$ cat src/rtl/seq_gen_pkg.sv
// Shared constants and state encoding for the serial sequence generator.
package seq_gen_pkg;

    localparam int DEF_WIDTH = 8;
    localparam int DEF_LEN_W = 4;
    localparam int DEF_REP_W = 4;

    localparam logic [1:0] ST_IDLE = 2'd0;
    localparam logic [1:0] ST_SEND = 2'd1;
    localparam logic [1:0] ST_GAP  = 2'd2;
    localparam logic [1:0] ST_DONE = 2'd3;

    typedef enum logic [1:0] {
        IDLE = ST_IDLE,
        SEND = ST_SEND,
        GAP  = ST_GAP,
        DONE = ST_DONE
    } state_t;

endpackage

$ cat src/rtl/seq_gen_if.sv
// Request/stream bundle between a pattern source and the seq_gen transmitter.
interface seq_gen_if
    import seq_gen_pkg::*;
#(
    parameter int WIDTH = DEF_WIDTH,
    parameter int LEN_W = DEF_LEN_W,
    parameter int REP_W = DEF_REP_W
) ();

    logic             start;
    logic [WIDTH-1:0] pattern;
    logic [LEN_W-1:0] len;
    logic [REP_W-1:0] reps;
    logic             a_out;
    logic             valid;
    logic             busy;
    logic             done;

    modport master (
        output start, pattern, len, reps,
        input  a_out, valid, busy, done
    );

    modport slave (
        input  start, pattern, len, reps,
        output a_out, valid, busy, done
    );

endinterface

$ cat src/rtl/seq_gen_piso_shift.sv
// Parallel-load pattern register with an indexed single-bit read port.
module piso_shift
    import seq_gen_pkg::*;
#(
    parameter int WIDTH = DEF_WIDTH,
    parameter int LEN_W = DEF_LEN_W
) (
    input  logic             clk,
    input  logic             rst,
    input  logic             load,
    input  logic [WIDTH-1:0] din,
    input  logic [LEN_W-1:0] idx,
    output logic             bit_out
);

    logic [WIDTH-1:0] pat_q;
    logic [WIDTH-1:0] sel;

    always_ff @(posedge clk or negedge rst) begin
        if (!rst) begin
            pat_q <= '0;
        end else if (load) begin
            pat_q <= din;
        end
    end

    // One-hot mask keeps every pattern bit observable and tolerates wide idx.
    assign sel     = {{(WIDTH-1){1'b0}}, 1'b1} << idx;
    assign bit_out = |(pat_q & sel);

endmodule

$ cat src/rtl/seq_gen.sv
// Serial transmitter: shifts a captured pattern out MSB-first, with repeats
// separated by a one-cycle gap and a one-cycle done pulse at the end.
module seq_gen
    import seq_gen_pkg::*;
#(
    parameter int WIDTH = DEF_WIDTH,
    parameter int LEN_W = DEF_LEN_W,
    parameter int REP_W = DEF_REP_W
) (
    input  logic      clk,
    input  logic      rst,
    seq_gen_if.slave  bus
);

    state_t           state, state_n;
    logic [LEN_W-1:0] idx, idx_n;
    logic [LEN_W-1:0] len_q, len_n;
    logic [REP_W-1:0] rep_cnt, rep_n;
    logic             load;
    logic             len_ok;
    logic             cur_bit;

    assign len_ok = (bus.len != '0) && (bus.len <= LEN_W'(WIDTH));

    piso_shift #(
        .WIDTH (WIDTH),
        .LEN_W (LEN_W)
    ) u_piso (
        .clk     (clk),
        .rst     (rst),
        .load    (load),
        .din     (bus.pattern),
        .idx     (idx),
        .bit_out (cur_bit)
    );

    always_ff @(posedge clk or negedge rst) begin
        if (!rst) begin
            state   <= IDLE;
            idx     <= '0;
            len_q   <= '0;
            rep_cnt <= '0;
        end else begin
            state   <= state_n;
            idx     <= idx_n;
            len_q   <= len_n;
            rep_cnt <= rep_n;
        end
    end

    // Next-state and counter updates; idx floors at 0 and rep_cnt at 1.
    always_comb begin
        state_n = state;
        idx_n   = idx;
        len_n   = len_q;
        rep_n   = rep_cnt;
        load    = 1'b0;
        case (state)
            IDLE: begin
                if (bus.start && len_ok) begin
                    state_n = SEND;
                    load    = 1'b1;
                    len_n   = bus.len;
                    idx_n   = bus.len - LEN_W'(1);
                    rep_n   = (bus.reps == '0) ? REP_W'(1) : bus.reps;
                end
            end
            SEND: begin
                if (idx != '0) begin
                    idx_n = idx - LEN_W'(1);
                end else if (rep_cnt > REP_W'(1)) begin
                    rep_n   = rep_cnt - REP_W'(1);
                    state_n = GAP;
                end else begin
                    state_n = DONE;
                end
            end
            GAP: begin
                idx_n   = len_q - LEN_W'(1);
                state_n = SEND;
            end
            DONE: begin
                state_n = IDLE;
            end
            default: begin
                state_n = IDLE;
            end
        endcase
    end

    // Outputs decode only registered state, so reset clears them at once.
    always_comb begin
        bus.valid = (state == SEND);
        bus.a_out = (state == SEND) && cur_bit;
        bus.busy  = (state != IDLE);
        bus.done  = (state == DONE);
    end

endmodule

$ cat src/flat_wrapper.sv
// flat-port wrapper written by rule: the top's interface ports become plain ports
module seq_gen_flat import seq_gen_pkg::*;
#(
    parameter int WIDTH = DEF_WIDTH,
    parameter int LEN_W = DEF_LEN_W,
    parameter int REP_W = DEF_REP_W
)
  (clk, rst, bus_start, bus_pattern, bus_len, bus_reps, bus_a_out, bus_valid, bus_busy, bus_done);
  seq_gen_if #(.WIDTH(WIDTH), .LEN_W(LEN_W), .REP_W(REP_W)) bus_i ();
  input  logic clk;
  input  logic rst;
  input wire logic [$bits(bus_i.start)-1:0] bus_start;
  input wire logic [$bits(bus_i.pattern)-1:0] bus_pattern;
  input wire logic [$bits(bus_i.len)-1:0] bus_len;
  input wire logic [$bits(bus_i.reps)-1:0] bus_reps;
  output wire logic [$bits(bus_i.a_out)-1:0] bus_a_out;
  output wire logic [$bits(bus_i.valid)-1:0] bus_valid;
  output wire logic [$bits(bus_i.busy)-1:0] bus_busy;
  output wire logic [$bits(bus_i.done)-1:0] bus_done;
  assign bus_i.start = bus_start;
  assign bus_i.pattern = bus_pattern;
  assign bus_i.len = bus_len;
  assign bus_i.reps = bus_reps;
  assign bus_a_out = bus_i.a_out;
  assign bus_valid = bus_i.valid;
  assign bus_busy = bus_i.busy;
  assign bus_done = bus_i.done;
  seq_gen #(.WIDTH(WIDTH), .LEN_W(LEN_W), .REP_W(REP_W)) u_core (.clk(clk), .rst(rst), .bus(bus_i));
endmodule
$ cat config.mk
export PLATFORM = sky130hd
export DESIGN_NAME = seq_gen_flat
export DESIGN_NICKNAME = d
export VERILOG_FILES = /design/src/rtl/seq_gen_pkg.sv /design/src/rtl/seq_gen_if.sv /design/src/rtl/seq_gen_piso_shift.sv /design/src/rtl/seq_gen.sv /design/src/flat_wrapper.sv
export SDC_FILE = /design/constraint.sdc
export NUM_CORES = 1
export LEC_CHECK = 0
export BUFFER_PORTS_ARGS = -buffer_cell sky130_fd_sc_hd__buf_4
export CORE_ASPECT_RATIO = 0.75
export CORE_MARGIN = 5
export CORE_UTILIZATION = 45
export DETAILED_ROUTE_END_ITERATION = 8
export PLACE_DENSITY = 0.66
export SYNTH_ARGS = -nofsm -noshare
export SYNTH_HDL_FRONTEND = slang
export SYNTH_SLANG_ARGS = --single-unit
$ cat constraint.sdc
create_clock -name clk -period 5.6 [get_ports clk]
set_input_delay 1.12 -clock clk [delete_from_list [all_inputs] [get_ports clk]]
set_output_delay 1.12 -clock clk [all_outputs]
set_load 0.01 [all_outputs]
# [Word-level counts from Yosys, hierarchy flattened]
# Index checks and enable logic that the tools add are counted.
[word_totals] output_inout_bits=4 elab_cells=49 ff_bits=22 inputBits=19
[op_classes] bitwise=1 mux=14 eq_ne=7 add_sub_neg=4 reduce_logical=15 n_shift=1 order_cmp=2
[ops] cell="$mux W4" n=6
[ops] cell="$sub A4 B1 Y4 const B" n=4
[ops] cell="$pmux W4 S3" n=1
[ops] cell="$and A8 B8 Y8" n=1
[ops] cell="$pmux W2 S4" n=1
[ops] cell="$pmux W4 S2" n=1
[ops] cell="$reduce_bool A4 Y1" n=2
[ops] cell="$reduce_or A8 Y1" n=1
[ops] cell="$shl A1 B4 Y8 const A" n=1
[ops] cell="$ne A2 B1 Y1 const B" n=3
[ops] cell="$eq A2 B2 Y1 const B" n=2
[ops] cell="$gt A4 B1 Y1 const B" n=1
[ops] cell="$le A4 B4 Y1 const B" n=1
[ops] cell="$logic_not A4 Y1" n=1
[ops] cell="$mux W2" n=2
[ops] cell="$reduce_and A2 Y1" n=2
[ops] cell="$reduce_and A4 Y1" n=1
[ops] cell="$reduce_bool A2 Y1" n=2
[ops] cell="$logic_and A1 B1 Y1" n=3
[ops] cell="$mux W1" n=3
[ops] cell="$reduce_and A3 Y1" n=1
[ops] cell="$reduce_bool A3 Y1" n=1
[ops] cell="$eq A2 B1 Y1 const B" n=1
[ops] cell="$logic_not A2 Y1" n=1
[ops] cell="$ne A2 B2 Y1 const B" n=1

# [Depth between registers and ports, before layout]
# Gate-level depths: netlist (run 1).
[depth] ltp_word=5 depth_mapped=9 depth_no_buf=8

# [Cells and area by module]
# A second synthesis (run 1) with hierarchy kept.
[hier_totals] hier_cells=120 area_unflattened_um2=1376.3
[modules_own_cells] mod="seq_gen" instances=1 seq_area_each_um2=350.3 area_each_um2=1007.2 cells_per_inst=95
[modules_own_cells] mod="piso_shift" instances=1 seq_area_each_um2=200.2 area_each_um2=369.1 cells_per_inst=25

# [Worst setup path after synthesis (run 1)]
# No wires, ideal clock.
[synth_path] path_type="register -> output" start="register u_core.state[1]" end="output port bus_a_out" stages_incl_launch_ff=6 n_path_buf=1 path_slack_ps=3065 arrival_time_ps=1415 path_cell_list="dfrtp_1 -> inv_1 -> ha_1 -> clkbuf_1 -> inv_1 -> nor3_1"
[synth_via] elab_chain_len=2
[synth_rtl] element="start, declared" line="seq_gen.sv:15" rtl="state_t state, state_n;"
[synth_rtl] element="start signal, assigned" line="seq_gen.sv:44" rtl="state <= state_n;"
[synth_rtl] element="$eq A2 B1 Y1"
[synth_rtl] element="named net bus_valid" line="flat_wrapper.sv:17" rtl="output wire logic [$bits(bus_i.valid)-1:0] bus_valid;"
[synth_rtl] element="$logic_and A1 B1 Y1" line="seq_gen.sv:94" rtl="bus.a_out = (state == SEND) && cur_bit;"
[synth_rtl] element="end, declared" line="flat_wrapper.sv:16" rtl="output wire logic [$bits(bus_i.a_out)-1:0] bus_a_out;"
# The timed path passes the listed nets, and every way through them passes these cells.

# [Final worst setup path (run 1)]
[layout_path] start="register u_core.state[1]" end="output port bus_a_out"
[layout_via] elab_chain_len=2
[layout_rtl] element="$eq A2 B1 Y1" line="seq_gen.sv:94"
[layout_rtl] element="$logic_and A1 B1 Y1" line="seq_gen.sv:94"
# No other way between the ends.

==> flow_metrics.tcl, run 1 <==
set metrics [dict create \
    status "finished clean" \
    drtIter0Drc 52 \
    synthTopCellsByArea "dfrtp_1 41%, mux2_4 11%, ha_1 7.5%" \
    syn_nets 152 \
    ys.flop_type "dfrtp_1" \
    power_switching_uw 395 \
    first_pass_iters 4 \
    synth_top_area_share_pct 41.2 \
    synth_top_area_cell "dfrtp_1" \
    initial_core_util_pct 46.2 \
    vias 1044 \
    avgSynthCellArea_um2 10.7 \
    cts-root-buf "clkbuf_8" \
    rsz0062_at_grt "no" \
    grt_start_max_net_pins 23 \
    route.met3.wl_um 125 \
    fin_area_um2 1600 \
    met1_length_um 1440 \
    track_usage_pct 14.9 \
    yosysSeqAreaShare_pct 41.2 \
    switching_share_pct 39.6 \
    grt_pass1_vias 1044 \
    synth_edf_count 0 \
    tritoncts "built" \
    highest_layer "met4" \
    drtAntennaViolNets 0 \
    worstMarginPinSlew_ns 1.13 \
    final_hold_viol_count 0 \
    drv_slew 0 \
    required_ns 4.48 \
    finalSetupViolations 0 \
    fillers 265 \
    grt_antenna_before_repair 0 \
    ir_drop_mv 0.339 \
    die_area_um2 4170 \
    path_clk_slew_ns 0.08 \
    drive_gt1_share_pct 29.9 \
    reg2reg_slack_ns 3.62 \
    layout_common_cells "22 x buf_4, 22 x dfrtp_1, 12 x a21oi_1" \
    wl_per_cell_um 15.6 \
    critPathKind "reg2out" \
    rows 17 \
    leakagePower_uw 0.000742 \
    die_y_um 57.2 \
    area_delta_synth_final_pct 19.5 \
    internal_power_uw 602 \
    core_um2 2890 \
    io_buffers 22 \
    drc 0 \
    antenna_cells 0 \
    clk-insertion-delay-late_ns 0.26 \
    hold_class "reg2reg" \
    slew-limit-headroom_pct 24.3 \
    tns_ns 0 \
    worstSetupStartpointType "register" \
    htree_levels 1 \
    crit_fanout 11 \
    synth-seq-cells 22 \
    pwr-share-comb_pct 52.8 \
    cts.repair.resized 0 \
    vias_per_cell 5.64 \
    drv_cap 0 \
    numCtsBuffers 3 \
    wirelength_um 2890 \
    ios 23 \
    fin_skew_ns 0.00239 \
    wl_met2_um 1280 \
    grt_pass1_wl_um 4930 \
    cts.path.max_buffers 2 \
    max_freq_ghz 0.346 \
    crit_path_end_kind "output port" \
    p_seq_share_pct 32.1 \
    finalCritPeriodShare_pct 51.5 \
    gp_congestion 0.789 \
    cp.arrival_ns 1.77 \
    cts.sinks 22 \
    overflow 0 \
    clock_power_share_pct 15.1 \
    synth_area_um2 1340 \
    fp.dieW_um 73.0 \
    synthArstFlopShare_pct 100 \
    dp_hpwl_um 2120 \
    cts_hold_buffers 0 \
    fin_crit_ns 2.89 \
    syn_inst 125 \
    nNetsFinal 175 \
    placed_area_um2 1530 \
    power_density_nw_per_um2 624 \
    synth_warnings 0 \
    post-cts-setup-buffers 0 \
    synth_cell_types 32 \
]
## Yosys cell counts, types with 2 or more instances
| cell type | n |
|---|---|
| dfrtp_1 | 22 |
| a21oi_1 | 12 |
| inv_1 | 11 |
| mux2_4 | 10 |
| ha_1 | 8 |
| o21ai_0 | 8 |
| nor2_1 | 7 |
| a31oi_1 | 6 |
| a22oi_1 | 4 |
| nor3_1 | 4 |
| nand3_1 | 3 |
| and2_1 | 2 |
| clkbuf_1 | 2 |
| mux2_2 | 2 |
| mux4_2 | 2 |
| nand2b_1 | 2 |
| o31a_1 | 2 |
| o31ai_1 | 2 |
| or2_2 | 2 |
| or3_1 | 2 |
## registers in the layout, indices dropped and copies added (netlist names)
name / cells
u_core.idx: 4
u_core.len_q: 4
u_core.rep_cnt: 4
u_core.state: 2
u_core.u_piso.pat_q: 8
## worst max-delay path, cell delays in order, from the launching register on
cell     delay [ns]
dfrtp_1        0.41
inv_1          0.11
ha_1           0.39
inv_1          0.22
nor3_1         0.22
buf_4          0.15
## final cells by class
class	instances	area [um^2]	share of cell area, %
Clock buffer	3	41.3	2.58
Clock inverter	1	30.0	1.88
Inverter	11	41.3	2.58
Multi-Input combinational cell	88	722	45.2
Sequential cell	22	551	34.5
Tap cell	38	47.5	2.98
Timing Repair Buffer	22	165	10.3
## path summary, 6_finish.rpt
kind | startpoint | end | cells after the start
max | u_core.state[1]$_DFFE_PN0P_ | bus_a_out | 5
min | u_core.u_piso.pat_q[0]$_DFFE_PN0P_ | u_core.u_piso.pat_q[0]$_DFFE_PN0P_ | 1
max reg2reg | u_core.rep_cnt[0]$_DFFE_PN0P_ | u_core.rep_cnt[0]$_DFFE_PN0P_ | 6
min reg2reg | u_core.u_piso.pat_q[0]$_DFFE_PN0P_ | u_core.u_piso.pat_q[0]$_DFFE_PN0P_ | 1
max in group asynchronous | rst | u_core.u_piso.pat_q[3]$_DFFE_PN0P_ | 1
min in group asynchronous | rst | u_core.state[0]$_DFFE_PN0P_ | 1
## layer usage
metal | GRT usage, % | vias up
li1 | - | 505
met4 | 3.42 | 0
met2 | 21.7 | 29
met5 | 0 | -
met3 | 3.70 | 4
met1 | 22.3 | 506
## through the flow
step	cells	util [%]	hold slack, ns	total power (uW)	setup slack (ns)
5_1_grt	185	55.2	0.534	1090	2.50
3_5_place_dp	181	52.8	0.493	842	2.60
3_3_place_gp	181	52.8	0.485	829	2.72
6_report	185	55.2	0.517	997	2.71
4_1_cts	185	55.2	0.518	999	2.71
2_1_floorplan	125	-	0.474	715	3.06
## power groups by stage
stage          clock network [uW]  logic, uW  registers (uW)
3_5_place_dp                    0        524             319
2_1_floorplan                   0        418             296
4_1_cts                       154        527             318
3_3_place_gp                    0        510             319
5_1_grt                       160        595             331
6_report                      150        527             320
## cells by family (layout without fill, tap and decap cells)
| group | after synthesis | in the layout | synth area share (%) |
|---|---|---|---|
| xor+xnor | 1 | 1 | 0.655 |
| compound gates | 38 | 38 | 18.1 |
| simple gates | 26 | 26 | 10.7 |
| fa+ha+maj | 8 | 8 | 7.48 |
| buf+inv | 15 | 37 | 4.86 |
| mux | 15 | 15 | 17.0 |
| flops | 22 | 22 | 41.2 |
Note: power is estimated with default switching activity, not from simulation.
==> run 2: changes to the inputs <==
--- a/config.mk
+++ b/config.mk
@@ -5,6 +5,7 @@
 export SDC_FILE = /design/constraint.sdc
 export NUM_CORES = 1
 export LEC_CHECK = 0
+export ABC_AREA = 1
 export BUFFER_PORTS_ARGS = -buffer_cell sky130_fd_sc_hd__buf_4
 export CORE_ASPECT_RATIO = 0.75
 export CORE_MARGIN = 5
==> constraint.sdc (replaced) <==
create_clock -name clk -period 2.9 [get_ports clk]
set_input_delay 0.58 -clock clk [delete_from_list [all_inputs] [get_ports clk]]
set_output_delay 0.58 -clock clk [all_outputs]
set_load 0.01 [all_outputs]
==> run 2 against run 1 <==
Compared with the run above:
- critical path depth unchanged
- register-to-register slack worse by 2.4 ns
- core utilization fell by 2.4 points
- non-clock buffer count did not move
- design area up 6.5%
- final cell count increased by 35%
- clock-buffer cell count increased by 1
- sequential power increased by 88%
- via count grew 16%
- area after synthesis rose by 10%
==> flow_metrics.tcl, run 2 <==
set metrics [dict create \
    status "finished clean" \
    core_um2 3220 \
    nNetsFinal 238 \
    grt_pass1_vias 1166 \
    synth_top_area_share_pct 37.4 \
    path_clk_slew_ns 0.08 \
    synthArstFlopShare_pct 100 \
    first_pass_iters 4 \
    synth_warnings 0 \
    avgSynthCellArea_um2 7.79 \
    cts.sinks 22 \
    cts_hold_buffers 0 \
    grt_antenna_before_repair 0 \
    track_usage_pct 14.2 \
    syn_inst 189 \
    synth_edf_count 0 \
    numCtsBuffers 3 \
    finalSetupViolations 0 \
    worstSetupStartpointType "register" \
    rows 18 \
    crit_path_end_kind "output port" \
    io_buffers 22 \
    ys.flop_type "dfrtp_1" \
    htree_levels 1 \
    drv_cap 0 \
    vias_per_cell 4.86 \
    overflow 0 \
    layout_common_cells "59 x nand2_1, 24 x inv_1, 22 x buf_4, 22 x dfrtp_1, 14 x nand3_1" \
    synth-seq-cells 22 \
    vias 1214 \
    synth_commonest_cells "59 x nand2_1, 24 x inv_1, 22 x dfrtp_1" \
    finalPower_uw 1910 \
    worstMarginPinSlew_ns 0.412 \
    mostFrequentLayoutCell "nand2_1" \
    die_area_um2 4530 \
    leakagePower_uw 0.000897 \
    critPathKind "reg2out" \
    required_ns 2.32 \
    power_density_nw_per_um2 1120 \
    post-cts-setup-buffers 0 \
    wl_per_cell_um 11.3 \
    wirelength_um 2820 \
    finalCritPeriodShare_pct 75.1 \
    cp_slowest_stage_delay_ns 0.42 \
    synth_area_um2 1470 \
    final_util_pct 52.8 \
    synth_cell_types 22 \
    initial_core_util_pct 45.7 \
    largest_register "u_core.u_piso.pat_q" \
    reg2reg_slack_ns 1.18 \
    fin_skew_ns 0.00223 \
    hold_class "in2async" \
    drtAntennaViolNets 0 \
    cts-root-buf "clkbuf_8" \
    synth_top_area_cell "dfrtp_1" \
    clk-insertion-delay-late_ns 0.26 \
    drive_gt1_share_pct 26.7 \
    fp.dieW_um 76.0 \
    drtIter0Drc 83 \
    drv_slew 0 \
    syn_nets 216 \
    cpLargestDelayFamily "flip-flops" \
    final_hold_viol_count 0 \
    slowest_stage "dfrtp_1" \
    die_y_um 59.5 \
    largest_reg_flops 8 \
    path_cells "inv_1 -> ha_1 -> o21ai_0 -> nor2_1 -> buf_4" \
    yosysMostFrequentCell "nand2_1" \
    dp_hpwl_um 2230 \
    tns_ns 0 \
    crit_fanout 10 \
    grt_pass1_wl_um 5150 \
    grt_start_max_net_pins 25 \
    ios 23 \
    fin_crit_ns 2.18 \
    antenna_cells 0 \
    yosysSeqAreaShare_pct 37.4 \
    fillers 309 \
    tritoncts "built" \
    ir_drop_mv 0.488 \
    drc 0 \
    gp_congestion 0.777 \
    cp.arrival_ns 1.60 \
    synthTopCellsByArea "dfrtp_1 37%, nand2_1 15%, o21ai_2 7.7%" \
    slew-limit-headroom_pct 72.5 \
    cts.repair.resized 0 \
    max_freq_ghz 0.459 \
    critPathBufInv 2 \
    rsz0062_at_grt "no" \
    cts.path.max_buffers 2 \
    area_delta_synth_final_pct 15.6 \
]
-- run 2: cells by family (layout without fill, tap and decap cells) --
| group | count (synthesis) | in the layout | share of synthesized area, % |
|---|---|---|---|
| and+or+nand+nor | 98 | 98 | 32.7 |
| buffers and inverters | 34 | 55 | 10.1 |
| AOI/OAI and AO/OA | 26 | 26 | 12.3 |
| DFF | 22 | 22 | 37.4 |
| adders and majority gates | 8 | 8 | 6.80 |
| xor gates and xnor gates | 1 | 1 | 0.595 |
-- run 2: where the power goes --
group	leakage, uW	switching, uW	internal (uW)	total, uW
sequential	0.000272	141	462	603
combinational	0.000596	658	431	1090
clock	0.0000288	99.9	121	221
total	0.000897	898	1010	1910
-- run 2: through the flow --
stage                     area (um^2)  instances  hold slack [ns]  worst slack, ns
after CTS                        1700        250            0.200            0.716
after global placement           1650        246            0.469             1.07
after detailed placement         1650        246            0.470             1.01
final                            1700        250            0.196            0.721
after global routing             1700        250            0.214            0.616
after floorplan                  1470        189            0.284             1.17
-- run 2: per-layer routing --
metal,up-vias,GRT usage [%],part of all wire (%)
met5,-,0,0
met1,549,17.8,48
met3,4,3.80,4.3
li1,644,-,-
met4,0,3.81,1.2
met2,17,24.4,46
-- run 2: final cells by class --
cell class                      count  area [um^2]  share of cell area [%]
Timing Repair Buffer               22          165                    9.71
Multi-Input combinational cell    133          772                    45.4
Sequential cell                    22          551                    32.4
Tap cell                           40         50.0                    2.94
Inverter                           29          109                    6.40
Clock buffer                        4         55.1                    3.24
-- run 2: worst paths after layout --
check / start / end / depth (start not counted)
hold / removal: rst / u_core.u_piso.pat_q[2]$_DFFE_PN0P_ / 1
min in group clk: u_core.u_piso.pat_q[3]$_DFFE_PN0P_ / u_core.u_piso.pat_q[3]$_DFFE_PN0P_ / 2
max in group asynchronous: rst / u_core.state[1]$_DFFE_PN0P_ / 1
setup reg to reg: u_core.state[0]$_DFFE_PN0P_ / u_core.idx[2]$_DFFE_PN0P_ / 8
hold reg to reg: u_core.u_piso.pat_q[3]$_DFFE_PN0P_ / u_core.u_piso.pat_q[3]$_DFFE_PN0P_ / 2
setup / recovery: u_core.state[1]$_DFFE_PN0P_ / bus_a_out / 5
